--- config.mk ---
export PLATFORM = sky130hd
export DESIGN_NAME = alu_seq_unit
export DESIGN_NICKNAME = d
export VERILOG_FILES = /design/src/rtl/alu_pkg.sv /design/src/rtl/alu_decode.sv /design/src/rtl/alu_seq_unit.sv
export SDC_FILE = /design/constraint.sdc
export NUM_CORES = 1
export LEC_CHECK = 0
export ABC_AREA = 1
export CORE_UTILIZATION = 50
export CTS_CLUSTER_DIAMETER = 100
export DETAILED_ROUTE_END_ITERATION = 10
export HOLD_SLACK_MARGIN = 0.02
export PLACE_DENSITY = 0.75
export SYNTH_ARGS = -nofsm -noshare
export SYNTH_HDL_FRONTEND = slang
export SYNTH_HIERARCHICAL = 1
export SYNTH_SLANG_ARGS = --single-unit
--- constraint.sdc ---
create_clock -name clk -period 1.7 [get_ports clk]
set_input_delay 0.425 -clock clk [delete_from_list [all_inputs] [get_ports clk]]
set_output_delay 0.425 -clock clk [all_outputs]
set_load 0.05 [all_outputs]
--- src/rtl/alu_pkg.sv ---
// Shared definitions for the sequential ALU: control codes, aluop classes,
// R-type {fun7,fun3} keys and the FSM state type.
package alu_pkg;

    // Decoded control codes
    localparam logic [3:0] CTRL_AND     = 4'b0000;
    localparam logic [3:0] CTRL_OR      = 4'b0001;
    localparam logic [3:0] CTRL_ADD     = 4'b0010;
    localparam logic [3:0] CTRL_XOR     = 4'b0011;
    localparam logic [3:0] CTRL_SLL     = 4'b0100;
    localparam logic [3:0] CTRL_SRL     = 4'b0101;
    localparam logic [3:0] CTRL_SUB     = 4'b0110;
    localparam logic [3:0] CTRL_SLT     = 4'b0111;
    localparam logic [3:0] CTRL_SRA     = 4'b1000;
    localparam logic [3:0] CTRL_SLTU    = 4'b1001;
    localparam logic [3:0] CTRL_MUL     = 4'b1010;
    localparam logic [3:0] CTRL_ILLEGAL = 4'b1111;

    // aluop classes
    localparam logic [1:0] ALUOP_ADD   = 2'b00;
    localparam logic [1:0] ALUOP_SUB   = 2'b01;
    localparam logic [1:0] ALUOP_RTYPE = 2'b10;
    localparam logic [1:0] ALUOP_ILL   = 2'b11;

    // R-type decode keys, laid out as {fun7, fun3}
    localparam logic [9:0] RT_ADD  = {7'b0000000, 3'b000};
    localparam logic [9:0] RT_SUB  = {7'b0100000, 3'b000};
    localparam logic [9:0] RT_AND  = {7'b0000000, 3'b111};
    localparam logic [9:0] RT_OR   = {7'b0000000, 3'b110};
    localparam logic [9:0] RT_XOR  = {7'b0000000, 3'b100};
    localparam logic [9:0] RT_SLL  = {7'b0000000, 3'b001};
    localparam logic [9:0] RT_SRL  = {7'b0000000, 3'b101};
    localparam logic [9:0] RT_SRA  = {7'b0100000, 3'b101};
    localparam logic [9:0] RT_SLT  = {7'b0000000, 3'b010};
    localparam logic [9:0] RT_SLTU = {7'b0000000, 3'b011};
    localparam logic [9:0] RT_MUL  = {7'b0000001, 3'b000};

    typedef enum logic [1:0] {
        ST_IDLE = 2'b00,
        ST_EXEC = 2'b01,
        ST_DONE = 2'b10
    } state_e;

    // Extracts the {fun7, fun3} key from an instruction word
    function automatic logic [9:0] rtype_key(input logic [31:0] instr);
        return {instr[31:25], instr[14:12]};
    endfunction

endpackage

--- src/rtl/alu_decode.sv ---
// Combinational decode of (aluop, instruction) into the 4-bit ALU control.
// The multiply encoding decodes as mul only when ALU_SEQ_MUL_EN is defined;
// otherwise it falls through to illegal.
module alu_decode
    import alu_pkg::*;
(
    input  logic [1:0]  aluop,
    input  logic [31:0] instruction,
    output logic [3:0]  control
);

    logic [9:0] key_s;
    logic       unused_instr_s;

    assign key_s          = rtype_key(instruction);
    // Only fun7/fun3 participate in the decode
    assign unused_instr_s = ^{instruction[24:15], instruction[11:0]};

    // Map aluop class and R-type key to a control code
    always_comb begin
        control = CTRL_ILLEGAL;
        case (aluop)
            ALUOP_ADD: control = CTRL_ADD;
            ALUOP_SUB: control = CTRL_SUB;
            ALUOP_RTYPE: begin
                case (key_s)
                    RT_ADD:  control = CTRL_ADD;
                    RT_SUB:  control = CTRL_SUB;
                    RT_AND:  control = CTRL_AND;
                    RT_OR:   control = CTRL_OR;
                    RT_XOR:  control = CTRL_XOR;
                    RT_SLL:  control = CTRL_SLL;
                    RT_SRL:  control = CTRL_SRL;
                    RT_SRA:  control = CTRL_SRA;
                    RT_SLT:  control = CTRL_SLT;
                    RT_SLTU: control = CTRL_SLTU;
`ifdef ALU_SEQ_MUL_EN
                    RT_MUL:  control = CTRL_MUL;
`endif
                    default: control = CTRL_ILLEGAL;
                endcase
            end
            ALUOP_ILL: control = CTRL_ILLEGAL;
            default:   control = CTRL_ILLEGAL;
        endcase
    end

endmodule

--- src/rtl/alu_seq_unit.sv ---
// Sequential ALU with valid/ready handshakes on both sides.
// Single-cycle ops complete in one cycle; with ALU_SEQ_MUL_EN defined, mul
// runs as an XLEN-step shift-add loop in the EXEC state. All outputs are
// registered and held while a result waits for out_ready.
module alu_seq_unit
    import alu_pkg::*;
#(
    parameter int XLEN = 32
) (
    input  logic            clk,
    input  logic            rst,
    input  logic            in_valid,
    output logic            in_ready,
    input  logic [31:0]     instruction,
    input  logic [1:0]      aluop,
    input  logic [XLEN-1:0] a,
    input  logic [XLEN-1:0] b,
    output logic            out_valid,
    input  logic            out_ready,
    output logic [XLEN-1:0] result,
    output logic [3:0]      control,
    output logic            zero,
    output logic            illegal
);

    localparam int SHW = $clog2(XLEN);

    state_e          state_q, state_d;
    logic [XLEN-1:0] result_q, result_d;
    logic [3:0]      control_q, control_d;
    logic            zero_q, zero_d;
    logic            illegal_q, illegal_d;
    logic            out_valid_q, out_valid_d;
    logic            in_ready_q, in_ready_d;
    logic [3:0]      dec_ctrl_s;
    logic [XLEN-1:0] alu_res_s;

`ifdef ALU_SEQ_MUL_EN
    localparam logic [SHW-1:0] CNT_LAST = SHW'(XLEN - 1);

    logic [XLEN-1:0] acc_q, acc_d;
    logic [XLEN-1:0] mcand_q, mcand_d;
    logic [XLEN-1:0] mplier_q, mplier_d;
    logic [SHW-1:0]  cnt_q, cnt_d;
    logic [XLEN-1:0] acc_sum_s;
`endif

    alu_decode u_decode (
        .aluop       (aluop),
        .instruction (instruction),
        .control     (dec_ctrl_s)
    );

    // Single-cycle result for a given control code; anything else yields 0
    function automatic logic [XLEN-1:0] alu_compute(
        input logic [3:0]      ctrl,
        input logic [XLEN-1:0] op_a,
        input logic [XLEN-1:0] op_b
    );
        logic [SHW-1:0]  shamt;
        logic [XLEN-1:0] res;
        shamt = op_b[SHW-1:0];
        case (ctrl)
            CTRL_AND:  res = op_a & op_b;
            CTRL_OR:   res = op_a | op_b;
            CTRL_ADD:  res = op_a + op_b;
            CTRL_XOR:  res = op_a ^ op_b;
            CTRL_SLL:  res = op_a << shamt;
            CTRL_SRL:  res = op_a >> shamt;
            CTRL_SUB:  res = op_a - op_b;
            CTRL_SLT:  res = {{(XLEN-1){1'b0}}, ($signed(op_a) < $signed(op_b))};
            CTRL_SRA:  res = $unsigned($signed(op_a) >>> shamt);
            CTRL_SLTU: res = {{(XLEN-1){1'b0}}, (op_a < op_b)};
            default:   res = {XLEN{1'b0}};
        endcase
        return res;
    endfunction

    assign alu_res_s = alu_compute(dec_ctrl_s, a, b);

`ifdef ALU_SEQ_MUL_EN
    // Partial product after adding the current multiplicand when the low multiplier bit is set
    assign acc_sum_s = acc_q + (mplier_q[0] ? mcand_q : {XLEN{1'b0}});
`endif

    // Next-state and next-output logic for the IDLE/EXEC/DONE controller
    always_comb begin
        state_d   = state_q;
        result_d  = result_q;
        control_d = control_q;
        zero_d    = zero_q;
        illegal_d = illegal_q;
`ifdef ALU_SEQ_MUL_EN
        acc_d     = acc_q;
        mcand_d   = mcand_q;
        mplier_d  = mplier_q;
        cnt_d     = cnt_q;
`endif
        case (state_q)
            ST_IDLE: begin
                if (in_valid) begin
`ifdef ALU_SEQ_MUL_EN
                    if (dec_ctrl_s == CTRL_MUL) begin
                        state_d   = ST_EXEC;
                        control_d = CTRL_MUL;
                        illegal_d = 1'b0;
                        acc_d     = {XLEN{1'b0}};
                        mcand_d   = a;
                        mplier_d  = b;
                        cnt_d     = {SHW{1'b0}};
                    end else begin
                        state_d   = ST_DONE;
                        result_d  = alu_res_s;
                        control_d = dec_ctrl_s;
                        zero_d    = (alu_res_s == {XLEN{1'b0}});
                        illegal_d = (dec_ctrl_s == CTRL_ILLEGAL);
                    end
`else
                    state_d   = ST_DONE;
                    result_d  = alu_res_s;
                    control_d = dec_ctrl_s;
                    zero_d    = (alu_res_s == {XLEN{1'b0}});
                    illegal_d = (dec_ctrl_s == CTRL_ILLEGAL);
`endif
                end else begin
                    state_d = ST_IDLE;
                end
            end
`ifdef ALU_SEQ_MUL_EN
            ST_EXEC: begin
                acc_d    = acc_sum_s;
                mcand_d  = mcand_q << 1;
                mplier_d = mplier_q >> 1;
                if (cnt_q == CNT_LAST) begin
                    state_d  = ST_DONE;
                    result_d = acc_sum_s;
                    zero_d   = (acc_sum_s == {XLEN{1'b0}});
                    cnt_d    = {SHW{1'b0}};
                end else begin
                    cnt_d = cnt_q + {{(SHW-1){1'b0}}, 1'b1};
                end
            end
`endif
            ST_DONE: begin
                if (out_ready) begin
                    state_d = ST_IDLE;
                end else begin
                    state_d = ST_DONE;
                end
            end
            default: state_d = ST_IDLE;
        endcase
        out_valid_d = (state_d == ST_DONE);
        in_ready_d  = (state_d == ST_IDLE);
    end

    // State and output registers; reset aborts any multiply in flight
    always_ff @(posedge clk or posedge rst) begin
        if (rst) begin
            state_q     <= ST_IDLE;
            result_q    <= {XLEN{1'b0}};
            control_q   <= 4'b0000;
            zero_q      <= 1'b1;
            illegal_q   <= 1'b0;
            out_valid_q <= 1'b0;
            in_ready_q  <= 1'b1;
`ifdef ALU_SEQ_MUL_EN
            acc_q       <= {XLEN{1'b0}};
            mcand_q     <= {XLEN{1'b0}};
            mplier_q    <= {XLEN{1'b0}};
            cnt_q       <= {SHW{1'b0}};
`endif
        end else begin
            state_q     <= state_d;
            result_q    <= result_d;
            control_q   <= control_d;
            zero_q      <= zero_d;
            illegal_q   <= illegal_d;
            out_valid_q <= out_valid_d;
            in_ready_q  <= in_ready_d;
`ifdef ALU_SEQ_MUL_EN
            acc_q       <= acc_d;
            mcand_q     <= mcand_d;
            mplier_q    <= mplier_d;
            cnt_q       <= cnt_d;
`endif
        end
    end

    assign in_ready  = in_ready_q;
    assign out_valid = out_valid_q;
    assign result    = result_q;
    assign control   = control_q;
    assign zero      = zero_q;
    assign illegal   = illegal_q;

endmodule
==> summary.txt, run 1 <==
most frequent cell after synthesis: nand2_1
die width: 156 um
cell total after placement: 3177
hold-fix buffers at CTS: 0
Clock Tree Root: clkbuf_16
Place WS: -2.04 ns
Tot GR Track Use: 69.2%
largest net degree at the start of global routing: 49
Cell variety after synth: 46
Sink Count: 40
Worst EP kind: sequential cell input
post-synth top area cell: nand2_1
Die Height: 156 um
boundary pin count: 142
status: did not finish
worst_ep grt: zero$_DFFE_PP1P_/D
Avg Inst Size Synth: 5.16 um2
CTS max path bufs: 2
register bit total from synthesis: 40
Placer Congestion: 1.18
Cells after Synth: 2307
Mapped Area: 11900 um2
CTS H-tree depth: 2
Synth top area share: 24.0%
total CTS buffers: 5
Last stage: 5_1_grt
sequential share of the synthesized area: 8.44%
error message: [ERROR GRT-0232] Routing congestion too high. Check the congestion heatmap in the GUI.
top cells by count, synth: nand2_1, nand3_1, inv_1, nor2_1, ha_1
main area contributors after synthesis: nand2_1, nand3_1, ha_1, inv_1, dfrtp_1
asr flop ratio synth: 100%
# port buffers: 119
Remaining Overflow, GRT: 9
placed cell area: 17300 um2
Row Count: 56
Post-synth EDFFs: 0
Final HPWL DP: 54.3 mm
Synth Flop Type: dfrtp_1
Yosys warning count: 6
syn nets: 2509
Starting Density: 50.8%
[cell families after synthesis]
family / Yosys count / share of synthesized area (%)
buf+inv: 403 / 14.0
fa+ha+maj: 100 / 10.6
compound gates: 241 / 11.5
flops: 40 / 8.44
xor+xnor: 2 / 0.147
simple gates: 1521 / 55.2
[metal layers]
metal | overflow | track usage (%)
met3 | 0 | 49.2
met2 | 2 | 86.1
met5 | 0 | 17.8
met1 | 0 | 74.4
met4 | 7 | 63.3
[metrics by stage]
stage / setup TNS, ns / utilization [%]
2_1_floorplan: -18.42 / -
3_3_place_gp: -56.89 / 73.8
3_5_place_dp: -61.15 / 73.8
4_1_cts: -33.83 / 80.7
[repair_timing]
action                                  in CTS
pin swaps                                   99
resized for setup                          350
buffers inserted                            43
endpoints found under the setup margin      38
==> run 2: changes to the inputs <==
- CORE_UTILIZATION: 50 -> 35
- CTS_CLUSTER_DIAMETER: 100 -> default
- HOLD_SLACK_MARGIN: 0.02 -> default
- PLACE_DENSITY: 0.75 -> default
- PLACE_DENSITY_LB_ADDON: default -> 0.15
==> run 2 against run 1 <==
Synthesized area stayed put. Synthesized cell count stayed put. The flow now finishes, with violations (negative setup slack).
==> summary.txt, run 2 <==
status: finished, violations left
final worst path period share: 181%
total CTS buffers: 5
CORE AREA: 33400 um2
Routed Antenna Nets: 0
Tot GR Track Use: 40.2%
max FFs per register: 32
worst r2r src: out_valid
Post-synth EDFFs: 0
CTS tree: done
Synth top area share: 24.0%
Initial DRT Pass Iterations: 6
boundary pin count: 142
Gate power share: 74.1%
sequential fraction of design power: 14.4%
crit start category: primary input
DIE AREA: 34700 um2
Die Height: 186 um
Synth Flop Type: dfrtp_1
DR iter-0 viols: 2263
Avg Inst Size Synth: 5.16 um2
commonest non-fill, non-tap cell in the layout: nand2_1
Row Count: 67
asr flop ratio synth: 100%
failing checks: negative setup slack
Cell variety after synth: 46
Worst Setup Slack, final: -1.37 ns
CTS max path bufs: 2
Cells after Synth: 2307
most frequent cell after synthesis: nand2_1
layout cells sized above 1: 34.3%
syn nets: 2509
Place WS: -2.40 ns
WP data required: 1.93 ns
main area contributors after synthesis: nand2_1, nand3_1, ha_1, inv_1, dfrtp_1
NetSw: 4530 uW
P_leak: 0.0107 uW
r2r endpoint: zero
n_diodes: 0
DRC Markers: 0
Mapped Area: 11900 um2
RSZ-0062 raised after global routing: true
Final Hold Vio Count: 0
Pwr Total: 9230 uW
detailed-route wire length per cell: 21.1 um
first-pass GRT wire length: 106 mm
# port buffers: 119
crit path DAT: 3.30 ns
register bit total from synthesis: 40
Pwr Density: 461 nW/um2
CTS H-tree depth: 2
Area Overhead vs Synth: 68.3%
largest net degree at the start of global routing: 51
endpoint type of the worst setup path: flop
setup violators final: 34
Remaining Overflow, GRT: 0
CP Class: primary input to flop
Total Nets Final: 3131
Pint: 4700 uW
sequential share of the synthesized area: 8.44%
Starting Density: 35.6%
Sink Count: 40
vias in the first global route: 17400
WHS Endpoint: control[3]
Max-Cap Viols: 0
sw frac: 49.1%
Post-Route WL: 71.4 mm
via count: 18400
Final HPWL DP: 59.8 mm
die width: 186 um
Post-Route Skew: 0.00394 ns
Core Util, Final: 59.9%
initial antenna violation count: 0
Max IR drop VDD: 0.673 mV
Hold Path Depth: 2
Min Hold Slack: 0.483 ns
CP max FO: 4
FF-to-FF setup slack: 0.22 ns
worst min path class: flop to flop
FMAX: 325 MHz
Clock Tree Root: clkbuf_16
leading cell types in the layout, fill and taps excluded: nand2_1, buf_4, nand3_1, inv_1, nor2_1
top cells by count, synth: nand2_1, nand3_1, inv_1, nor2_1, ha_1
relative slew slack: 63.2%
Tmin final: 3.07 ns
clock power share: 11.5%
cell count of the worst reg-to-reg path: 11
Worst-Skew Late Latency: 0.28 ns
Max Slew Vio Count: 0
post-synth top area cell: nand2_1
Placer Congestion: 1.09
HP Start: control[3]
Yosys warning count: 6
setup TNS: -35.81 ns
Clock Pin Slew Worst Setup and Hold Paths: 0.06 ns
number of vias per cell: 5.44
Worst Tran Pin Value: 0.549 ns
==> run 2: area by class of cell <==
class,count,area [um2]
fill,3329,13400
multi-input combinational,1864,10800
timing repair buffer,711,6310
inverter,307,1210
sequential,40,1000
tap,448,561
clock buffer,6,129
clock inverter,2,35.0
==> run 2: repair_timing <==
item / 4_1_cts / 5_1_grt
setup buffers: 40 / 9
endpoints found under the setup margin: 38 / 35
cloned: 1 / 0
pin swaps: 102 / 59
hold endpoints to repair: 0 / 0
hold buffers: 0 / 0
resized for setup: 432 / 92
==> run 2: worst max-delay path, stage by stage <==
cell     delay, ns
buf_6         0.10
nor2_4        0.12
nand3_2       0.13
buf_4         0.16
nor3b_1       0.19
nor2_1        0.06
nand2_1       0.09
nand2_2       0.07
nand2_4       0.09
buf_12        0.12
buf_6         0.10
nor2_4        0.04
nand2_4       0.08
buf_8         0.14
buf_6         0.14
inv_1         0.07
buf_4         0.12
nand2_1       0.08
nand3_1       0.16
nand2_2       0.16
nand3_1       0.11
nor2_2        0.20
nand3_1       0.10
nor2_1        0.11
nand2_1       0.07
nand2_1       0.06
==> run 2: worst max-delay path by stage <==
stage	from	to	slack, ns	cells past startpoint
CTS	instruction[28]	zero	-1.24	26
floorplan	instruction[13]	zero	-0.79	26
finish	instruction[25]	zero	-1.37	26
global route	instruction[25]	zero	-1.48	30
global placement	instruction[14]	zero	-2.37	24
detailed placement	instruction[14]	zero	-2.40	24
==> run 2: kinds of logic (layout without fill, tap and decap cells) <==
| logic type | Yosys count | count (layout) | share of synthesized area [%] |
|---|---|---|---|
| and+or+nand+nor | 1521 | 1521 | 55.2 |
| adders and majority gates | 100 | 100 | 10.6 |
| DFF | 40 | 40 | 8.44 |
| buffers and inverters | 403 | 1026 | 14.0 |
| AOI/OAI and AO/OA | 241 | 241 | 11.5 |
| xor gates and xnor gates | 2 | 2 | 0.147 |
==> run 2: power by group through the flow <==
stage	logic (uW)	clock network (uW)	registers [uW]
final	6840	1060	1330
after global routing	7250	1110	1350
after CTS	6610	1070	1330
after detailed placement	6210	0	1340
after global placement	6180	0	1340
after floorplan	2380	0	1860
==> run 2: through the flow <==
| stage | cells | instance area, um2 |
|---|---|---|
| floorplan | 2307 | 12100 |
| global placement | 3330 | 17800 |
| detailed placement | 3330 | 17800 |
| CTS | 3370 | 19600 |
| global route | 3378 | 20000 |
| finish | 3378 | 20000 |
==> run 2: layer usage <==
layer | vias to the layer above | GRT usage [%] | wire length [um]
met4 | 0 | 21.2 | 4500
met2 | 1031 | 63.2 | 30900
met3 | 180 | 4.19 | 5830
met5 | - | 0 | 0
li1 | 8728 | - | -
met1 | 8434 | 54.0 | 30200
Note: power is estimated with default switching activity, not from simulation.
==> run 3: changes to the inputs <==
- SLEW_MARGIN: default -> 20
- clock period: 1.7 -> 3.85 ns (I/O delays scaled with it)
==> run 3 against run 2 <==
The run now ends clean. Final area decreased by 11%. Clock-buffer cell count fell by 1. Critical path depth down 1. Clock power fell by 62%. Routed wire length down 5.9%. Hold slack lost 0.0087 ns. Power fell by 61%. Sequential share of layout area increased by 0.64 points. Utilization fell by 6.7 points. Die area unchanged. Critical path type unchanged. Largest cell class unchanged. Largest power group unchanged. Highest routed layer is now met5.
==> summary.txt, run 3 (synthesized netlist as in run 2, its figures left out) <==
status: complete, no violations
FF-to-FF setup slack: 2.36 ns
Pint: 1750 uW
Placer Congestion: 1.11
die width: 186 um
layout cells sized above 1: 23.4%
Pwr Density: 200 nW/um2
total CTS buffers: 5
Tot GR Track Use: 37.2%
Worst Tran Pin Value: 0.673 ns
final worst path period share: 98.8%
Post-Route Skew: 0.00846 ns
Die Height: 186 um
Remaining Overflow, GRT: 0
WP data required: 4.08 ns
HP Start: zero
clock power share: 11.4%
CTS max path bufs: 2
vias in the first global route: 16200
worst r2r src: out_valid
CP max FO: 9
P_leak: 0.00980 uW
grt met3 use: 5.60%
endpoint type of the worst setup path: flop
Final HPWL DP: 56.2 mm
n_diodes: 0
worst min path class: flop to flop
leading cell types in the layout, fill and taps excluded: nand2_1, buf_4, nand3_1, inv_1, nor2_1
Max Slew Vio Count: 0
DR iter-0 viols: 1743
DIE AREA: 34700 um2
# port buffers: 119
Total Nets Final: 3016
r2r endpoint: zero
Tmin final: 3.80 ns
FILL cells: 3591
via count: 17600
Sink Count: 40
RSZ-0062 raised after global routing: true
relative slew slack: 55.1%
detailed-route wire length per cell: 20.6 um
cell count of the worst reg-to-reg path: 11
Clock Pin Slew Worst Setup and Hold Paths: 0.06 ns
crit start category: primary input
Min Hold Slack: 0.474 ns
Final Hold Vio Count: 0
register area: 1000 um2
sw frac: 50.9%
Starting Density: 35.6%
CP max stage cell: nor2_4
WHS Endpoint: zero
grt peak-use layer: met2
Worst-Skew Late Latency: 0.29 ns
largest net degree at the start of global routing: 74
boundary pin count: 142
Clock Tree Root: clkbuf_16
Routed Antenna Nets: 0
Max-Cap Viols: 0
Row Count: 67
Gate power share: 73.3%
Max IR drop VDD: 0.200 mV
Place WS: -0.750 ns
Hold Path Depth: 2
hold-fix buffers at CTS: 0
DRC Markers: 0
setup violators final: 0
Core Util, Final: 53.1%
Area Overhead vs Synth: 49.4%
CTS tree: done
sequential fraction of design power: 15.2%
FMAX: 263 MHz
first-pass GRT wire length: 97.9 mm
CTS H-tree depth: 2
max FFs per register: 32
Initial DRT Pass Iterations: 6
CP max stage delay: 0.26 ns
met2 Use GR: 57.3%
commonest non-fill, non-tap cell in the layout: nand2_1
initial antenna violation count: 2
grt met1 use: 49.9%
CORE AREA: 33400 um2
Worst Setup Slack, final: 0.0470 ns
setup TNS: 0 ns
NetSw: 1810 uW
number of vias per cell: 5.38
area of the multi-input gates: 9770 um2
crit path DAT: 4.03 ns
CP Class: primary input to flop
Post-Route WL: 67.2 mm
run 3: changes by cell type in the layout (fill, tap and decap cells not counted), sizes merged:
cell	before	now
dlygate4sd2	21	9
inv	305	307
buf	645	478
clkbuf	6	8
clkinv	1	3
dlymetal6s2s	1	5
bufinv	1	0
clkdlybuf4s15	3	0
clkdlybuf4s50	41	101
clkinvlp	2	0
run 3: layout make-up:
| class | count | area share, % |
|---|---|---|
| Multi-Input combinational cell | 1864 | 55.0 |
| Inverter | 307 | 6.64 |
| Clock inverter | 3 | 0.106 |
| Clock buffer | 5 | 0.704 |
| Timing Repair Buffer | 596 | 28.7 |
| Sequential cell | 40 | 5.65 |
| Tap cell | 448 | 3.16 |
run 3: layer usage:
layer	up-vias	wire, um
met3	167	5700
li1	8472	-
met5	-	21
met2	848	28400
met4	4	4200
met1	8073	28900
run 3: worst max-delay path: cells and delay by family:
kind | cells | cell delay, ns
simple gates | 16 | 1.82
buf+inv | 8 | 1.06
compound gates | 1 | 0.16
run 3: what timing repair did:
action                     in CTS  in global routing
setup endpoints to repair      30                 15
resized for setup              44                165
buffers inserted                6                 15
cloned                          1                  2
hold endpoints to repair        0                  0
pin swaps                      21                 73
run 3: worst max-delay path by stage:
stage                               start          to  slack, ns
after global routing      instruction[27]        zero      -0.08
after CTS                 instruction[14]        zero       0.02
final                     instruction[27]  result[26]       0.05
after floorplan                      b[2]        zero       0.58
after global placement    instruction[13]        zero      -0.67
after detailed placement  instruction[27]        zero      -0.75
run 3: stage by stage:
stage	cells	instance area [um2]	power [uW]
6_report	3263	17800	3560
5_1_grt	3263	17800	3780
4_1_cts	3249	17100	3470
3_5_place_dp	3234	16800	3030
3_3_place_gp	3234	16800	3020
2_1_floorplan	2307	11900	1860
run 3: power groups by stage:
stage | Combinational, uW | Sequential (uW) | Clock [uW]
2_1_floorplan | 1030 | 822 | 0
3_3_place_gp | 2470 | 546 | 0
3_5_place_dp | 2480 | 550 | 0
4_1_cts | 2510 | 543 | 415
5_1_grt | 2790 | 553 | 431
6_report | 2610 | 542 | 407
==> run 4: changes to the inputs <==
- ABC_CLOCK_PERIOD_IN_PS: default -> 3850
- GPL_TIMING_DRIVEN: default -> 0
==> run 4 against run 3 <==
Register-to-register slack got worse by 0.20 ns. Sequential power is 2% higher. Sequential cell count is the same. Final area decreased by 15%. Hold slack worse by 0.0031 ns. Non-clock buffer count decreased by 348. Die area unchanged. Highest routed layer unchanged. First-iteration DRC count up 12%. Power fell by 5.9%. Fmax is 1.5% higher. Combinational power decreased by 12%.
==> summary.txt, run 4 (synthesized netlist as in run 2, its figures left out) <==
status: complete, no violations
Clock Tree Root: clkbuf_16
boundary pin count: 142
via count: 16900
Row Count: 67
crit path DAT: 3.97 ns
DRC Markers: 0
P_leak: 0.00821 uW
Final HPWL DP: 60.2 mm
Total Nets Final: 2668
DR iter-0 viols: 1958
cell count of the worst reg-to-reg path: 6
Die Height: 186 um
Sink Count: 40
Area Overhead vs Synth: 26.3%
Routed Antenna Nets: 0
vias in the first global route: 16000
number of vias per cell: 5.80
commonest non-fill, non-tap cell in the layout: nand2_1
total CTS buffers: 5
Max Slew Vio Count: 0
Worst Tran Pin Value: 0.933 ns
WP data required: 4.08 ns
hold-fix buffers at CTS: 0
detailed-route wire length per cell: 25.0 um
Max IR drop VDD: 0.239 mV
CP max FO: 7
Min Hold Slack: 0.471 ns
crit start category: primary input
FMAX: 267 MHz
final instance area: 15000 um2
Starting Density: 35.6%
r2r endpoint: illegal
CP Capture Point: zero
first-pass GRT wire length: 106 mm
# port buffers: 119
crit path from: a[19]
worst r2r src: out_valid
Initial DRT Pass Iterations: 6
Final Hold Vio Count: 0
Placer Congestion: 1.12
endpoint type of the worst setup path: flop
setup violators final: 0
Post-Route WL: 72.9 mm
CTS max path bufs: 2
initial antenna violation count: 2
Clock Pin Slew Worst Setup and Hold Paths: 0.05 ns
Max-Cap Viols: 0
Tmin final: 3.75 ns
final worst path period share: 97.3%
Core Util, Final: 44.9%
Hold Path Depth: 2
Tot GR Track Use: 41.1%
CORE AREA: 33400 um2
FF-to-FF setup slack: 2.16 ns
n_diodes: 0
largest net degree at the start of global routing: 23
DIE AREA: 34700 um2
max FFs per register: 32
Pwr Density: 223 nW/um2
Pwr Total: 3350 uW
Remaining Overflow, GRT: 0
worst min path class: flop to flop
layout cells sized above 1: 13.5%
die width: 186 um
CTS tree: done
leading cell types in the layout, fill and taps excluded: nand2_1, nand3_1, inv_1, nor2_1, ha_1
placed cell area: 13700 um2
Worst-Skew Late Latency: 0.28 ns
Post-Route Skew: 0.00529 ns
relative slew slack: 37.8%
CTS H-tree depth: 2
CP Class: primary input to flop
==> run 4: changes by cell type in the layout (fill, tap and decap cells not counted), sizes merged <==
cell and delta:
clkinvlp +1, clkinv -2, clkbuf +24, inv -2, clkdlybuf4s50 -24, bufinv +1
buf -363, clkdlybuf4s15 +6, dlygate4sd2 -3, dlymetal6s2s +14
==> run 4: layout make-up <==
class                      instances  area (um2)
inverter                         307        1170
buffer                            95         667
timing repair buffer             153        1470
clock inverter                     1        30.0
multi-input combinational       1864        9960
fill                            3695       18400
tap                              448         561
clock buffer                       7         153
sequential                        40        1000
==> run 4: timing repair <==
item / 4_1_cts / 5_1_grt
setup buffers: 19 / 13
cloned: 1 / 0
pin swaps: 35 / 59
resized for setup: 176 / 165
setup endpoints to repair: 33 / 8
==> run 4: worst min-delay path by stage <==
stage                          start         end  slack (ns)
final                           zero        zero        0.47
after global routing            zero        zero        0.50
after CTS                       zero        zero        0.48
after detailed placement        zero        zero        0.47
after global placement    result[31]  result[31]        0.47
after floorplan                 zero        zero        0.58
==> run 4: critical path, cell delays in order <==
cell	delay, ns
dlygate4sd2_1	0.53
inv_1	0.11
ha_1	0.46
inv_1	0.20
a21oi_1	0.22
o21ai_0	0.19
a21oi_2	0.33
nor2_1	0.08
nor2_1	0.18
nand3_1	0.09
nand2_1	0.06
nor2_1	0.04
nor2_1	0.20
nand3_1	0.10
nor2_1	0.10
nand2_1	0.05
nand2_1	0.06
==> run 4: power breakdown <==
part	internal, uW	leakage, uW	switching, uW
sequential	500	0.000505	52.0
clock	341	0.0000901	161
combinational	673	0.00761	1620
==> run 4: stage by stage <==
stage | std cells | setup slack [ns] | TNS [ns]
global route | 2915 | -0.0519 | -0.0541
global placement | 2874 | -1.73 | -37.29
floorplan | 2307 | 0.576 | 0
detailed placement | 2875 | -1.78 | -37.93
finish | 2915 | 0.105 | 0
CTS | 2902 | 0.000355 | 0
==> run 4: per-layer routing <==
layer	vias up	global-route usage (%)	share of wire (%)
li1	7788	-	-
met1	7779	54.7	41
met2	1089	62.6	42
met3	248	6.34	9.7
met4	2	24.3	7.2
met5	-	0	0.012
